==> config.mk <==
export PLATFORM = sky130hd
export DESIGN_NAME = framebuf_pingpong_ctrl
export DESIGN_NICKNAME = d
export VERILOG_FILES = /design/src/rtl/framebuf_pingpong_ctrl.sv
export SDC_FILE = /design/constraint.sdc
export NUM_CORES = 1
export LEC_CHECK = 0
export CAP_MARGIN = 10
export CORE_AREA = 3 3 247 310
export CTS_CLUSTER_SIZE = 28
export DETAILED_ROUTE_END_ITERATION = 8
export DIE_AREA = 0 0 250 313
export PLACE_DENSITY = 0.39
export SETUP_SLACK_MARGIN = 0.15
export SLEW_MARGIN = 20
export SYNTH_ARGS = -nofsm -noshare
export SYNTH_HDL_FRONTEND = slang
export SYNTH_SLANG_ARGS = --single-unit
==> constraint.sdc <==
create_clock -name clk -period 5.8 [get_ports clk]
set_clock_uncertainty 0.15 [all_clocks]
set_input_delay 1.16 -clock clk [delete_from_list [all_inputs] [get_ports clk]]
set_output_delay 1.16 -clock clk [all_outputs]
set_load 0.005 [all_outputs]
==> src/rtl/framebuf_pingpong_ctrl.sv <==
// Ping-pong frame buffer controller: writes incoming pixels into one bank
// while streaming the previous frame out of the other. Banks swap once the
// current write frame is complete and the read frame has fully returned.
module framebuf_pingpong_ctrl #(
  parameter int ADDR_W       = 19,
  parameter int DATA_W       = 32,
  parameter int FRAME_PIXELS = 153600,
  parameter int RD_DEPTH     = 8
)(
  input  logic              clk,
  input  logic              reset_n,
  // upstream pixel stream
  input  logic              in_valid,
  input  logic [DATA_W-1:0] in_data,
  output logic              in_ready,
  // downstream pixel stream
  output logic              out_valid,
  output logic [DATA_W-1:0] out_data,
  output logic              out_sof,
  input  logic              out_ready,
  // frame-buffer bus, write side
  output logic              bus_write,
  output logic [ADDR_W-1:0] bus_write_addr,
  output logic [DATA_W-1:0] bus_wdata,
  input  logic              bus_write_done,
  // frame-buffer bus, read side
  output logic              bus_read,
  output logic [ADDR_W-1:0] bus_read_addr,
  input  logic              bus_read_done,
  input  logic              bus_rvalid,
  input  logic [DATA_W-1:0] bus_rdata,
  // status
  output logic              wr_bank,
  output logic              rd_bank,
  output logic [15:0]       swap_cnt,
  output logic              err_rvalid
);

  localparam int CNT_W = $clog2(FRAME_PIXELS + 1);
  localparam int PTR_W = $clog2(RD_DEPTH);
  localparam int OCC_W = PTR_W + 1;

  generate
    if ((64'(2) * 64'(FRAME_PIXELS)) > (64'(1) << ADDR_W)) begin : g_bad_addr_w
      $error("framebuf_pingpong_ctrl: two frames do not fit in ADDR_W");
    end
    if (RD_DEPTH < 2 || (RD_DEPTH & (RD_DEPTH - 1)) != 0) begin : g_bad_depth
      $error("framebuf_pingpong_ctrl: RD_DEPTH must be a power of 2, >= 2");
    end
  endgenerate

  typedef struct packed {
    logic              sof;
    logic [DATA_W-1:0] data;
  } rd_entry_t;

  function automatic logic [ADDR_W-1:0] bank_base(input logic b);
    return b ? ADDR_W'(FRAME_PIXELS) : '0;
  endfunction

  // state
  logic             wr_frame_done, rd_active, first_ret;
  logic [CNT_W-1:0] wr_cnt, rd_cnt;
  logic [OCC_W-1:0] rd_out, fifo_cnt;
  logic [PTR_W-1:0] wr_ptr, rd_ptr;
  rd_entry_t        fifo_mem [RD_DEPTH];

  // combinational controls
  logic             wr_accept, wr_fire, rd_fire, rd_ret, pop, swap, rd_frame_done;
  logic             rd_issue, rd_active_nxt, rd_bank_nxt;
  logic [CNT_W-1:0] rd_cnt_nxt;
  logic [OCC_W-1:0] rd_out_nxt, fifo_cnt_nxt;

  // bus_write doubles as the write-busy flag: one write in flight at a time
  assign in_ready      = !bus_write && !wr_frame_done;
  assign wr_accept     = in_valid && in_ready;
  assign wr_fire       = bus_write && bus_write_done;
  assign rd_fire       = bus_read && bus_read_done;
  assign rd_ret        = bus_rvalid && (rd_out != '0);
  assign out_valid     = (fifo_cnt != '0);
  assign pop           = out_valid && out_ready;
  assign rd_frame_done = (rd_cnt == CNT_W'(FRAME_PIXELS)) && (rd_out == '0);
  assign swap          = wr_frame_done && (rd_frame_done || !rd_active);

  assign out_data = fifo_mem[rd_ptr].data;
  assign out_sof  = out_valid && fifo_mem[rd_ptr].sof;

  // Next-state of the read bookkeeping; the issue decision looks at the
  // post-edge occupancy so a granted request can never overfill the FIFO.
  always_comb begin
    rd_cnt_nxt    = rd_cnt;
    rd_out_nxt    = rd_out;
    fifo_cnt_nxt  = fifo_cnt;
    rd_active_nxt = rd_active;
    rd_bank_nxt   = rd_bank;
    if (rd_fire) rd_cnt_nxt = rd_cnt + 1'b1;
    if (rd_fire && !rd_ret)      rd_out_nxt = rd_out + 1'b1;
    else if (!rd_fire && rd_ret) rd_out_nxt = rd_out - 1'b1;
    if (rd_ret && !pop)      fifo_cnt_nxt = fifo_cnt + 1'b1;
    else if (!rd_ret && pop) fifo_cnt_nxt = fifo_cnt - 1'b1;
    if (swap) begin
      rd_cnt_nxt    = '0;
      rd_active_nxt = 1'b1;
      rd_bank_nxt   = wr_bank;
    end
    rd_issue = rd_active_nxt && (!bus_read || rd_fire) &&
               (rd_cnt_nxt < CNT_W'(FRAME_PIXELS)) &&
               (({1'b0, rd_out_nxt} + {1'b0, fifo_cnt_nxt}) < (OCC_W + 1)'(RD_DEPTH));
  end

  // Write path: latch pixel, hold request until done, count the frame.
  always_ff @(posedge clk or negedge reset_n) begin
    if (!reset_n) begin
      bus_write      <= 1'b0;
      bus_write_addr <= '0;
      bus_wdata      <= '0;
      wr_cnt         <= '0;
      wr_frame_done  <= 1'b0;
    end else begin
      if (wr_accept) begin
        bus_write      <= 1'b1;
        bus_write_addr <= bank_base(wr_bank) + ADDR_W'(wr_cnt);
        bus_wdata      <= in_data;
      end else if (wr_fire) begin
        bus_write <= 1'b0;
      end
      if (swap) begin
        wr_cnt        <= '0;
        wr_frame_done <= 1'b0;
      end else if (wr_fire) begin
        wr_cnt <= wr_cnt + 1'b1;
        if (wr_cnt == CNT_W'(FRAME_PIXELS - 1)) wr_frame_done <= 1'b1;
      end
    end
  end

  // Read path, bank swap and error tracking.
  always_ff @(posedge clk or negedge reset_n) begin
    if (!reset_n) begin
      wr_bank       <= 1'b0;
      rd_bank       <= 1'b1;
      rd_active     <= 1'b0;
      rd_cnt        <= '0;
      rd_out        <= '0;
      first_ret     <= 1'b0;
      bus_read      <= 1'b0;
      bus_read_addr <= '0;
      swap_cnt      <= '0;
      err_rvalid    <= 1'b0;
    end else begin
      rd_cnt    <= rd_cnt_nxt;
      rd_out    <= rd_out_nxt;
      rd_active <= rd_active_nxt;
      rd_bank   <= rd_bank_nxt;
      if (swap) begin
        wr_bank  <= ~wr_bank;
        swap_cnt <= swap_cnt + 1'b1;
      end
      if (rd_issue) begin
        bus_read      <= 1'b1;
        bus_read_addr <= bank_base(rd_bank_nxt) + ADDR_W'(rd_cnt_nxt);
      end else if (rd_fire) begin
        bus_read <= 1'b0;
      end
      if (bus_rvalid && (rd_out == '0)) err_rvalid <= 1'b1;
      if (swap)        first_ret <= 1'b1;
      else if (rd_ret) first_ret <= 1'b0;
    end
  end

  // Read-return FIFO, show-ahead head; contents survive a bank swap.
  always_ff @(posedge clk or negedge reset_n) begin
    if (!reset_n) begin
      wr_ptr   <= '0;
      rd_ptr   <= '0;
      fifo_cnt <= '0;
      for (int i = 0; i < RD_DEPTH; i++) fifo_mem[i] <= '0;
    end else begin
      fifo_cnt <= fifo_cnt_nxt;
      if (rd_ret) begin
        fifo_mem[wr_ptr] <= {first_ret, bus_rdata};
        wr_ptr           <= wr_ptr + 1'b1;
      end
      if (pop) rd_ptr <= rd_ptr + 1'b1;
    end
  end

endmodule

# [After elaboration in Yosys (flattened, before gate mapping)]
# Index checks and enable logic that the tools add are counted.
[totals] inputBits=71 elab_cells=119 ff_bits=408 output_inout_bits=126
[classes] n_eq_ne=2 add_sub_neg=12 reduce_logical=36 bitwise_logic=3 order_cmp=5 n_mux=27
[ops] op="264-bit bitwise mux" n=1
[ops] op="18-bit 2-to-1 mux" n=6
[ops] op="33-bit binary-select mux with 3-bit select" n=1
[ops] op="33-bit demux with 3-bit select" n=1
[ops] op="33-bit 2-to-1 mux" n=3
[ops] op="18-bit by 18-bit adder with 19-bit output" n=2
[ops] op="18-bit by 1-bit adder with 18-bit output, second input constant" n=2
[ops] op="18-bit == test, second input constant" n=2
[ops] op="1-bit logical AND" n=18
[ops] op="18-bit less-than comparator, second input constant" n=1
[ops] op="16-bit by 1-bit adder with 16-bit output, second input constant" n=1
[ops] op="4-bit 2-to-1 mux" n=4
[ops] op="1-bit 2-to-1 mux" n=11
[ops] op="2-bit nonzero test" n=5
[ops] op="4-bit by 1-bit adder with 4-bit output, second input constant" n=2
[ops] op="4-bit >= comparator, second input constant" n=2
[ops] op="3-bit NOT with 4-bit output" n=2
[ops] op="4-bit nonzero test" n=2
[ops] op="4-bit by 1-bit subtractor with 4-bit output, second input constant" n=2
[ops] op="1-bit zero test" n=7
[ops] op="3-bit by 1-bit adder with 3-bit output, second input constant" n=2
[ops] op="4-bit by 4-bit adder with 5-bit output" n=1
[ops] op="5-bit by 4-bit less-than comparator with 1-bit output, second input constant" n=1
[ops] op="4-bit zero test" n=1
[ops] op="other kinds (4)" n=5

# [Depth between registers and ports, before layout]
[logic_depth] word_depth=10 ltp_mapped=18 ltp_nobuf=15

# [Worst setup path after synthesis]
# No wires, ideal clock.
[synth_timing] path_type="input to register" startpoint="input port bus_rvalid" endpoint="register bus_read_addr[0]" path_buffers=3 stages=15 required_ps=5525 arrival_time_ps=3636 setup_ps=125 slack_ps=1889 path_cell_list="nor2b_1 buf_2 clkbuf_1 nand2_1 nor4_1 a41oi_1 xnor2_1 ha_1 nor3_1 nand3_1 a41oi_1 nand3_1 o21ai_2 buf_6 mux2_4"
[synth_via] elab_cells_between_ends=13 cone_classes="1 x add/sub; 1 x order compare; 4 x mux; 7 x reduce/logical"
[synth_rtl] element="start, declared" line_no="30" source="input logic bus_rvalid,"
[synth_rtl] element="1-bit logical AND *" line_no="79" source="assign rd_ret = bus_rvalid && (rd_out != '0);"
[synth_rtl] element="1-bit logical AND or 1-bit zero test (tied branches)" line_no="98, 97"
[synth_rtl] element="4-bit 2-to-1 mux or 1-bit logical AND (tied branches)" line_no="98, 97"
[synth_rtl] element="4-bit 2-to-1 mux *" line_no="97" source="if (rd_fire && !rd_ret) rd_out_nxt = rd_out + 1'b1;"
[synth_rtl] element="via rd_out_nxt[3]" line_no="72" source="logic [OCC_W-1:0] rd_out_nxt, fifo_cnt_nxt;"
[synth_rtl] element="4-bit by 4-bit adder with 5-bit output *" line_no="108" source="(({1'b0, rd_out_nxt} + {1'b0, fifo_cnt_nxt}) < (OCC_W + 1)'(RD_DEPTH));"
[synth_rtl] element="5-bit by 4-bit less-than comparator with 1-bit output *" line_no="108"
[synth_rtl] element="1-bit logical AND *" line_no="107" source="(rd_cnt_nxt < CNT_W'(FRAME_PIXELS)) &&"
[synth_rtl] element="end signal, assigned" line_no="161" source="bus_read_addr <= bank_base(rd_bank_nxt) + ADDR_W'(rd_cnt_nxt);"
[synth_rtl] element="end, declared" line_no="28" source="output logic [ADDR_W-1:0] bus_read_addr,"
# The timed path passes the listed nets; every way through them passes the cells marked *.
# A chain may end at the register's enable or synchronous reset.

# [Final worst setup path]
[layout_timing] startpoint="register rd_ptr[1]" endpoint="output port out_data[28]"
[layout_via] elab_chain_len=4
[layout_rtl] element="start, declared" line_no="65" source="logic [PTR_W-1:0] wr_ptr, rd_ptr;"
[layout_rtl] element="start signal, assigned" line_no="184" source="if (pop) rd_ptr <= rd_ptr + 1'b1;"
[layout_rtl] element="3-bit NOT with 4-bit output (not written as such)" line_no="85" source="assign out_data = fifo_mem[rd_ptr].data;"
[layout_rtl] element="33-bit binary-select mux with 3-bit select" line_no="85"
[layout_rtl] element="33-bit 2-to-1 mux (2 in series)"
[layout_rtl] element="end, declared" line_no="18" source="output logic [DATA_W-1:0] out_data,"
# No other way between the ends. The select of a mux whose other input is x is not followed.

==> impl_metrics.yaml <==
status:
  status: "finished clean"
global_route:
  grtUsageMet3: 0.0330
  use_met1: 0.159
  grt_pass1_vias: 12200
  top_usage_layer: "met2"
  grt_util_met2: 0.221
  grt_max_degree: 123
  overflow: 0
  grt_pass1_wl_um: 77600
  antenna_found_initial: 4
  grtUsageTotal: 0.128
worst_setup_path:
  cp.arrival_ps: 3150
  worstPathMaxFanout: 26
  cp-end-kind: "primary output"
  slowest_stage: "dfrtp_2"
  crit_chain: "buf_4 -> mux4_2 -> mux2_2 -> clkdlybuf4s50_1"
  worstSetupPathType: "reg2out"
  critical-path-max-stage-delay_ps: 900
  required_ps: 4490
  start_kind: "register"
  crit_start: "rd_ptr[1]"
  r2r_start: "rd_out[0]"
cells_and_area:
  finalInstanceArea_um2: 23100
  postLayoutCoreUtil: 0.314
  drive_gt1_frac: 0.318
  instances_no_fill: 2530
  fill_cells: 7308
  nets: 1628
  syn2layout_area_growth_pct: 25.6
floorplanning:
  die_width_um: 250
  initial_core_util: 0.250
  die-height_um: 313
  rows: 111
  dieArea_um2: 78300
  top_level_ports: 197
  core-area_um2: 73500
synth:
  synth-seq-cells: 408
  avgSynthCellArea_um2: 13.8
  synth_edf_count: 0
  syn_nets: 1428
  ys_async_sr_fraction: 1.00
  ys.flop_type: "dfrtp_1"
  synthCells: 1334
  synth.distinct_cells: 55
  ys_warn_count: 0
  syn_area_um2: 18400
  yosysSeqAreaShare: 0.556
timing:
  setup-violations-final: 0
  slew_headroom: 0.366
  tightest_slew_ps: 947
  maxSlewViolCount: 0
  period_minus_slack_ps: 4460
  hold_viol: 0
  hold_ws_ps: 324
  finalCritPeriodShare: 0.769
  rsz0062_at_grt: "no"
  fin_ws_ps: 1340
  fmaxAchievable_mhz: 224
  fin_setup_tns_ps: 0
placed_design:
  dpl_cell_area_um2: 21500
  gp_congestion: 0.721
  port_buffers: 196
  dp.cells: 2442
  place_hpwl_um: 31100
  dp_slack_ps: 994
pwr:
  p_leak_nw: 9.84
  cellPowerDensity_nw_per_um2: 502
  ir_drop_mv: 0.275
  power_mw: 11.6
clocking:
  cts_hold_buf: 0
  cts_tree: "built"
  cts_root_buf: "clkbuf_16"
  clkLatencyLatePin_ps: 580
  cts_buffers: 49
  clockBufferDepth: 3
  h-tree-depth: 2
  cts_resized: 0
  clock_sink_count: 408
  path_clk_slew_ps: 50
  post-cts-setup-buffers: 0
routing:
  vias_per_cell: 4.44
  dr.pass1.iters: 4
  drt-total-wl_um: 49900
  avgRoutedWirePerCell_um: 19.7
  drc: 0
  ant_nets: 0
  num_vias: 11200
  dr.first_iter.drc_count: 394
min_path:
  min_path_type: "reg2reg"
  hp-start: "bus_wdata[20]"
flow_run:
  maxCapViolations: 0
final timing paths:
| path | depth (start not counted) | slack, ps | to |
|---|---|---|---|
| max | 4 | 1340 | out_data[28] |
| min | 2 | 320 | bus_wdata[20] |
| max reg2reg | 16 | 1390 | bus_read_addr[0] |
| min reg2reg | 2 | 320 | bus_wdata[20] |
| max in group asynchronous | 2 | 3890 | bus_wdata[16] |
| min in group asynchronous | 1 | 430 | fifo_mem[108] |
final cells by class:
type / count / area, um2 / area share
inverters: 14 / 52.6 / 0.00228
multi-input cells: 841 / 7850 / 0.340
flip-flops and latches: 408 / 10200 / 0.443
well taps: 960 / 1200 / 0.0521
clock buffers: 73 / 1440 / 0.0623
repair buffers: 220 / 2210 / 0.0960
diodes: 3 / 7.51 / 0.000325
clock inverters: 11 / 90.1 / 0.00391
critical path, delay by kind of cell (launching register included):
family                 cells  cell delay, ps
muxes                      2             620
DFF                        1             900
buffers and inverters      2            1030
state kept, by name, indices dropped and copies added, names as in the netlist, 3 cells and up:
name / cells
bus_read_addr: 19
bus_wdata: 32
bus_write_addr: 19
fifo_cnt: 4
fifo_mem: 264
rd_cnt: 18
rd_out: 4
rd_ptr: 3
swap_cnt: 16
wr_cnt: 18
wr_ptr: 3
kinds of logic (layout without fill, tap and decap cells):
group	after synthesis	count (layout)	synth area share
buffers and inverters	85	318	0.0187
DFF	408	408	0.556
xor gates and xnor gates	68	68	0.0332
and+or+nand+nor	319	319	0.0792
adders and majority gates	23	23	0.0165
other	0	3	0
AOI/OAI and AO/OA	46	46	0.0161
muxes	385	385	0.280
power breakdown:
part,internal (mW),switching [mW]
clock network,1.74,1.23
registers,3.90,0.636
logic,2.57,1.50
total,8.20,3.37
synthesized netlist by cell type, types with 2 or more instances:
| cell type | number | area share |
|---|---|---|
| and2_1 | 5 | 0.0017 |
| a21oi_1 | 10 | 0.0027 |
| nand3_1 | 21 | 0.0057 |
| o21ai_0 | 14 | 0.0038 |
| xor2_1 | 22 | 0.010 |
| mux2_4 | 19 | 0.016 |
| buf_6 | 2 | 0.0012 |
| mux4_2 | 66 | 0.081 |
| dfrtp_1 | 407 | 0.55 |
| and3_1 | 11 | 0.0037 |
| inv_1 | 14 | 0.0029 |
| buf_2 | 8 | 0.0022 |
| buf_1 | 11 | 0.0022 |
| a31oi_1 | 2 | 0.00068 |
| o21bai_1 | 2 | 0.00082 |
| nor3b_1 | 4 | 0.0016 |
| o31ai_1 | 2 | 0.00082 |
| nand4b_1 | 2 | 0.00095 |
| mux2_2 | 299 | 0.18 |
| nand4_1 | 13 | 0.0044 |
| clkbuf_1 | 50 | 0.010 |
| and4_1 | 3 | 0.0014 |
| or3_1 | 4 | 0.0014 |
| nor4b_2 | 3 | 0.0025 |
| nor4_1 | 6 | 0.0020 |
| nand2_1 | 179 | 0.037 |
| fa_1 | 2 | 0.0022 |
| o211ai_1 | 2 | 0.00082 |
| nor2_1 | 51 | 0.010 |
| a21o_1 | 3 | 0.0012 |
| xnor2_1 | 45 | 0.021 |
| nor3_1 | 3 | 0.00082 |
| a41oi_1 | 4 | 0.0019 |
| ha_1 | 21 | 0.014 |
| nor2b_1 | 4 | 0.0014 |
routing by layer:
| metal | vias to the layer above | part of all wire | wire length [um] |
|---|---|---|---|
| li1 | 5142 | - | - |
| met1 | 5824 | 0.43 | 21300 |
| met2 | 202 | 0.50 | 24900 |
| met3 | 73 | 0.051 | 2570 |
| met4 | 2 | 0.022 | 1090 |
| met5 | - | 0.00026 | 13 |
cell usage in the layout, fill, tap and decap left out, drive strengths merged, types with 3 or more instances in the layout:
master / n
o21ai: 16
and3: 11
dfrtp: 407
buf: 25
nor3: 3
mux2: 318
nand4: 13
diode: 3
nor3b: 4
nor4: 7
nand3: 22
mux4: 66
nor2: 51
a41oi: 4
clkdlybuf4s50: 195
ha: 21
or2: 3
or3: 4
nor2b: 4
clkinv: 7
and2: 6
inv: 16
a21o: 3
xnor2: 45
a21oi: 10
and4: 3
clkbuf: 73
nor4b: 3
xor2: 22
nand2: 179
No activity file was read; power rests on OpenSTA's default activity.
==> RTL change (config.mk and constraints unchanged) <==
`RD_DEPTH`: 8 -> 4.
--- a/src/rtl/framebuf_pingpong_ctrl.sv
+++ b/src/rtl/framebuf_pingpong_ctrl.sv
@@ -5,7 +5,7 @@
   parameter int ADDR_W       = 19,
   parameter int DATA_W       = 32,
   parameter int FRAME_PIXELS = 153600,
-  parameter int RD_DEPTH     = 8
+  parameter int RD_DEPTH     = 4
 )(
   input  logic              clk,
   input  logic              reset_n,
Function: no difference found for any inputs over 10 cycles, from zero or initial values and one cycle with reset_n low; that may be too few to reach the edited logic, so the function may still have changed.
==> RTL change against the unedited design <==
Sequential power down 38%; non-clock buffer count shrank 9; sequential share of layout area shrank 3.1 points; routed wire length is 32% lower; cell area decreased by 28%; synthesized cell count fell by 28%; worst setup slack gained 0.32 ns; area after synthesis fell by 34%; sequential cell count decreased by 136; power down 35%; worst hold slack got worse by 0.0049 ns; critical endpoint is now out_data[20]; highest routed layer is now met4.
==> RTL change: results (changes against the unedited design) <==
<table>
<tr><th>Metric</th><th>Value</th></tr>
<tr><th colspan="2">Power</th></tr>
<tr><td>Maximum ir drop on the vdd rail</td><td>0.315 mV (+14%)</td></tr>
<tr><th colspan="2">Logic synthesis</th></tr>
<tr><td>Total nets after synthesis</td><td>1055 (-26%)</td></tr>
<tr><td>Post-Synthesis Mean Instance Area</td><td>12.7 µm² (-7.5%)</td></tr>
<tr><th colspan="2">Worst setup path</th></tr>
<tr><td>Kind of cell adding the most delay to the critical path</td><td>flip-flops</td></tr>
<tr><td>Worst r2r dst</td><td>bus_read_addr[5]</td></tr>
<tr><td>Number of cells traversed by the worst register-to-register path</td><td>14 (-2)</td></tr>
<tr><td>Worst-path fanout max</td><td>20 (-23%)</td></tr>
<tr><th colspan="2">Global route</th></tr>
<tr><td>Number of antenna violations at the first check in global routing</td><td>1 (-3)</td></tr>
<tr><td>Largest net degree at the start of global routing</td><td>113 (-8.1%)</td></tr>
<tr><td>Met2 usage in global routing</td><td>14.9% (-7.2 points)</td></tr>
<tr><td>Vias in the first global route</td><td>8691 (-29%)</td></tr>
<tr><th colspan="2">Worst hold path</th></tr>
<tr><td>Cell depth of the worst min-delay path</td><td>1 (-1)</td></tr>
<tr><td>Startpoint of the tightest hold check path</td><td>err_rvalid</td></tr>
<tr><th colspan="2">Cells and area</th></tr>
<tr><td>Diode insertion count for antenna repair</td><td>0 (-3)</td></tr>
<tr><td>Largest registers ranked by flip-flop count</td><td>fifo_mem: 132 flops, bus_wdata: 32 flops</td></tr>
<tr><td>Count of nets after finishing</td><td>1261 (-23%)</td></tr>
<tr><th colspan="2">Placed design</th></tr>
<tr><td>Minimum setup slack after placement</td><td>1.09 ns (+0.0945 ns)</td></tr>
<tr><td>DP Wirelength</td><td>22300 µm (-28%)</td></tr>
<tr><td># placed instances</td><td>2086 (-15%)</td></tr>
<tr><th colspan="2">Drt</th></tr>
<tr><td>Met2 routed WL</td><td>16600 µm (-33%)</td></tr>
<tr><td>DRC violation total after the first TritonRoute iteration</td><td>251 (-36%)</td></tr>
<tr><td>Aggregate routed wire length</td><td>33800 µm (-32%)</td></tr>
<tr><td>Vias post-DR</td><td>7931 (-29%)</td></tr>
<tr><td>Vias per inst</td><td>3.69 (-17%)</td></tr>
<tr><th colspan="2">STA</th></tr>
<tr><td>Period utilisation layout</td><td>71.4% (-5.6 points)</td></tr>
<tr><th colspan="2">Outcome</th></tr>
<tr><td>Run status</td><td>finished clean</td></tr>
<tr><th colspan="2">Clocking</th></tr>
<tr><td>Number of buffers created by CTS</td><td>36 (-27%)</td></tr>
</table>
[RTL change: report_power, final]
group	internal, mW	leakage, nW	switching, mW	total (mW)
Sequential	2.48	3.42	0.338	2.82
Combinational	1.48	2.99	0.893	2.37
Clock	1.44	0.597	0.856	2.29
[RTL change: kinds of logic (layout without fill, tap and decap cells)]
family	after synthesis	after routing
fa+ha+maj	27	27
buf+inv	61	291
compound gates	51	51
mux	186	186
simple gates	298	298
xor+xnor	63	63
flops	272	272
[RTL change: final cells by class]
class                           instances  area share [%]
Clock inverter                          8           0.749
Timing Repair Buffer                  211            12.7
Sequential cell                       272            41.2
Clock buffer                           54            6.65
Multi-Input combinational cell        625            31.1
Tap cell                              960            7.26
Inverter                               18           0.408
[RTL change: worst max-delay path by stage]
stage                    start                end
floorplan           bus_rvalid   bus_read_addr[0]
global placement    bus_rvalid  bus_read_addr[17]
detailed placement  bus_rvalid   bus_read_addr[5]
CTS                  rd_ptr[0]       out_data[20]
global route         rd_ptr[0]       out_data[20]
finish               rd_ptr[0]       out_data[20]
